## src/rtl/csa_accumulator.sv

```systemverilog
// rtl/csa_accumulator.sv - carry-save multi-operand accumulator with chunked carry-propagate resolve
module csa_accumulator #(
    parameter int N     = 8,
    parameter int ACC_W = 16,
    parameter int CHUNK = 4
) (
    input  logic             clk,
    input  logic             rst,
    input  logic             in_valid,
    output logic             in_ready,
    input  logic [N-1:0]     in_data,
    input  logic             in_last,
    output logic             out_valid,
    input  logic             out_ready,
    output logic [ACC_W-1:0] out_data,
    output logic             out_ovf,
    output logic             busy
);

    localparam int K     = ACC_W / CHUNK;
    localparam int IDX_W = (K > 1) ? $clog2(K) : 1;

    typedef enum logic [1:0] {
        ACCUM   = 2'd0,
        RESOLVE = 2'd1,
        OUTPUT  = 2'd2
    } state_t;

    state_t             state;
    logic [ACC_W-1:0]   sum_reg;
    logic [ACC_W-1:0]   carry_reg;
    logic [ACC_W-1:0]   result;
    logic [IDX_W-1:0]   idx;
    logic               rc;
    logic               ovf;

    logic [ACC_W-1:0]   x;
    logic [ACC_W-1:0]   s;
    logic [ACC_W-1:0]   m;
    logic [CHUNK:0]     part;

    // One row of full adders per operand, plus one ripple chunk per resolve cycle.
    always_comb begin
        x    = ACC_W'(in_data);
        s    = x ^ sum_reg ^ carry_reg;
        m    = (x & sum_reg) | (x & carry_reg) | (sum_reg & carry_reg);
        part = {1'b0, sum_reg[idx*CHUNK +: CHUNK]}
             + {1'b0, carry_reg[idx*CHUNK +: CHUNK]}
             + {{CHUNK{1'b0}}, rc};
    end

    assign in_ready = (state == ACCUM);
    assign busy     = (state != ACCUM);
    assign out_data = result;
    assign out_ovf  = ovf;

    always_ff @(posedge clk or posedge rst) begin
        if (rst) begin
            state     <= ACCUM;
            sum_reg   <= '0;
            carry_reg <= '0;
            result    <= '0;
            idx       <= '0;
            rc        <= 1'b0;
            ovf       <= 1'b0;
            out_valid <= 1'b0;
        end else begin
            case (state)
                ACCUM: begin
                    if (in_valid) begin
                        sum_reg   <= s;
                        carry_reg <= {m[ACC_W-2:0], 1'b0};
                        // A carry shifted out of the top is a real 2^ACC_W contribution.
                        if (m[ACC_W-1]) begin
                            ovf <= 1'b1;
                        end
                        if (in_last) begin
                            state <= RESOLVE;
                            idx   <= '0;
                            rc    <= 1'b0;
                        end
                    end
                end
                RESOLVE: begin
                    result[idx*CHUNK +: CHUNK] <= part[CHUNK-1:0];
                    rc                         <= part[CHUNK];
                    if (idx == IDX_W'(K - 1)) begin
                        if (part[CHUNK]) begin
                            ovf <= 1'b1;
                        end
                        state     <= OUTPUT;
                        out_valid <= 1'b1;
                    end else begin
                        idx <= idx + IDX_W'(1);
                    end
                end
                OUTPUT: begin
                    if (out_ready) begin
                        sum_reg   <= '0;
                        carry_reg <= '0;
                        ovf       <= 1'b0;
                        state     <= ACCUM;
                        out_valid <= 1'b0;
                    end
                end
                default: begin
                    state <= ACCUM;
                end
            endcase
        end
    end

endmodule

```

## config.mk

```make
export PLATFORM = sky130hd
export DESIGN_NAME = csa_accumulator
export DESIGN_NICKNAME = d
export VERILOG_FILES = /design/src/rtl/csa_accumulator.sv
export SDC_FILE = /design/constraint.sdc
export NUM_CORES = 1
export LEC_CHECK = 0
export CAP_MARGIN = 0
export CORE_MARGIN = 4
export CORE_UTILIZATION = 30
export DETAILED_ROUTE_END_ITERATION = 8
export HOLD_SLACK_MARGIN = 0.03
export PLACE_DENSITY = 0.6
export REMOVE_ABC_BUFFERS = 1
export SLEW_MARGIN = 10
export SYNTH_ARGS = -nofsm -noshare
export SYNTH_HDL_FRONTEND = slang
export SYNTH_SLANG_ARGS = --single-unit
export TNS_END_PERCENT = 20
```

## constraint.sdc

```tcl
create_clock -name clk -period 2.7 [get_ports clk]
set_input_delay 0.405 -clock clk [delete_from_list [all_inputs] [get_ports clk]]
set_output_delay 0.405 -clock clk [all_outputs]
set_load 0.005 [all_outputs]
```

==> results_dict.tcl <==
set metrics [dict create \
    htree_levels 2 \
    reg2reg_slack_ps 190 \
    cp_data_required_time_ps 2890 \
    crit_start "idx[0]$_DFFE_PP0P_" \
    cts-root-buf "clkbuf_8" \
    ff2ff_path_depth 6 \
    num_rows 34 \
    dr.pass1.iters 5 \
    p_per_area_nw_per_um2 1070 \
    p_sw_mw 1.34 \
    place_ws_ps 214 \
    n_antenna_cell 0 \
    hold_class "input port to async pin" \
    switching_share_pct 37.9 \
    drive_gt1_share_pct 12.4 \
    fin_nets 273 \
    critical_path_class "flop to flop" \
    drv_slew 0 \
    syn_area_um2 2780 \
    ys_warn_count 0 \
    critPathArrivalTime_ps 2700 \
    grt_usage_pct 11.5 \
    yosys_most_used_dff "dfrtp_1" \
    nFillCells 863 \
    die_h_um 104 \
    ys_types 37 \
    worstPathMaxFanout 9 \
    clkPwrFrac_pct 15.6 \
    vias 1769 \
    p_comb_share_pct 46.3 \
    antenna_found_initial 0 \
    ys_ff_latch 54 \
    vdd_drop_max_uv 335 \
    clkLatencyLatePin_ps 310 \
    end_kind "flop" \
    initial_utilization_pct 31.4 \
    place.gp.congestion 0.798 \
    crit_end "out_ovf$_DFFE_PP0P_" \
    syn_inst 198 \
    seq_power_share_pct 38.1 \
    ctsResizeCount 0 \
    clk_pin_slew_ps 100 \
    setup_violations 0 \
    drt-total-wl_um 5780 \
    core_um2 8850 \
    synth_edf_count 0 \
    io_pins 33 \
    worst_setup_path_start_kind "flop" \
    worst_slack_ps 189 \
    clockBufferDepth 2 \
    wl_per_cell_um 16.9 \
    final_common_cell "dfrtp_1" \
    ant_nets 0 \
    drtIter0Drc 85 \
    yosysSeqAreaShare_pct 48.6 \
    async_flop_share_pct 100 \
    cts_sinks 54 \
    port_buffers 32 \
    cts_hold_buf 0 \
    grt-ovfl-total 0 \
    worstReg2RegStart "idx[0]$_DFFE_PP0P_" \
    grt_setup_unrepaired "no" \
    syn2layout_area_growth_pct 19.5 \
    vias_per_cell 5.17 \
    outcome "finished clean" \
    p_leak_nw 1.55 \
    worst_pin_slew_ps 495 \
    internal-power_mw 2.20 \
    grt_pass1_vias 1869 \
    avgSynthCellArea_um2 14.0 \
    tns_ps 0 \
    grt_pass1_wl_um 10100 \
    reg2reg_to "out_ovf$_DFFE_PP0P_" \
    cap_violations 0 \
    drc 0 \
    cts_buffers 5 \
    grt_max_degree 32 \
    cts_tree "yes" \
    period_share_pct 93.0 \
    die-area_um2 10900 \
    dp.final_hpwl_um 4280 \
    period_needed_ps 2510 \
    cts_setup_buffers 0 \
    die_w_um 104 \
    fmaxAchievable_mhz 398 \
    layout_common_cells "dfrtp_1, a22o_1, clkdlybuf4s50_1" \
    relSlewSlack_pct 67.0 \
    fin_skew_ps 5.34 \
    hold_viol 0 \
]
## power by group through the flow
stage / registers (mW) / clock network (mW) / logic, mW
final: 1.35 / 0.551 / 1.64
after global routing: 1.40 / 0.597 / 1.85
after CTS: 1.36 / 0.561 / 1.67
after detailed placement: 1.38 / 0 / 1.66
after global placement: 1.38 / 0 / 1.63
after floorplan: 1.31 / 0 / 1.07
## area by class of cell
cell class	instances	area [µm²]	share of cell area (%)
clock buffers	6	72.6	2.18
multi-input cells	125	1320	39.8
inverters	8	30.0	0.904
clock inverters	2	37.5	1.13
flip-flops and latches	54	1350	40.7
repair buffers	39	373	11.2
well taps	108	135	4.07
## through the flow
step / instances / util (%) / hold slack [ps] / area (µm²) / power [mW]
after floorplan: 187 / - / 486 / 2700 / 2.37
after global placement: 334 / 36.3 / 478 / 3210 / 3.00
after detailed placement: 334 / 36.3 / 493 / 3210 / 3.04
after CTS: 342 / 37.6 / 373 / 3320 / 3.59
after global routing: 342 / 37.6 / 380 / 3320 / 3.85
final: 342 / 37.6 / 365 / 3320 / 3.54
## worst max-delay path, stage by stage (launching register included)
cell	delay, ps
dfrtp_1	610
mux4_2	400
fa_1	450
fa_1	430
a211o_1	280
o211ai_1	110
a311oi_1	120
## cell usage after synthesis (2+ instances only)
| master | instances | share of area (%) |
|---|---|---|
| nand3_1 | 2 | 0.36 |
| buf_4 | 3 | 0.81 |
| buf_2 | 4 | 0.72 |
| inv_1 | 8 | 1.1 |
| fa_1 | 9 | 6.5 |
| o21bai_1 | 2 | 0.54 |
| a22o_1 | 43 | 14 |
| a21oi_1 | 2 | 0.36 |
| a32o_1 | 4 | 1.4 |
| ha_1 | 18 | 8.1 |
| nand2_1 | 6 | 0.81 |
| nand2b_1 | 2 | 0.45 |
| and3_1 | 2 | 0.45 |
| mux4_2 | 7 | 5.7 |
| dfrtp_1 | 54 | 49 |
| o21ai_0 | 6 | 1.1 |
| mux2i_1 | 3 | 1.1 |
| nand3b_1 | 2 | 0.54 |
| buf_6 | 3 | 1.2 |
## worst min path at each step
stage	to	depth (start not counted)
floorplan	carry_reg[10]$_DFFE_PP0P_	1
global placement	out_data[3]$_DFFE_PP0P_	1
finish	sum_reg[6]$_DFFE_PP0P_	2
detailed placement	out_data[14]$_DFFE_PP0P_	1
CTS	sum_reg[6]$_DFFE_PP0P_	2
global route	sum_reg[6]$_DFFE_PP0P_	2
## logic make-up after synthesis
logic type	Yosys count	share of synthesized area (%)
XOR/XNOR	1	0.315
adder cells (fa/ha/maj)	27	14.6
multiplexers	10	6.75
AO/OA/AOI/OAI	62	18.5
flip-flops	54	48.6
AND/OR/NAND/NOR	25	7.25
buffers and inverters	19	4.01
## layer usage
metal  global-route usage (%)  share of wire (%)  vias up
met5                        0                  0        -
met4                     3.42                1.2        0
met3                     2.67                3.7        7
met2                     17.4                 46       30
met1                     16.2                 49      906
li1                         -                  -      826
(Power assumes the default switching activity.)
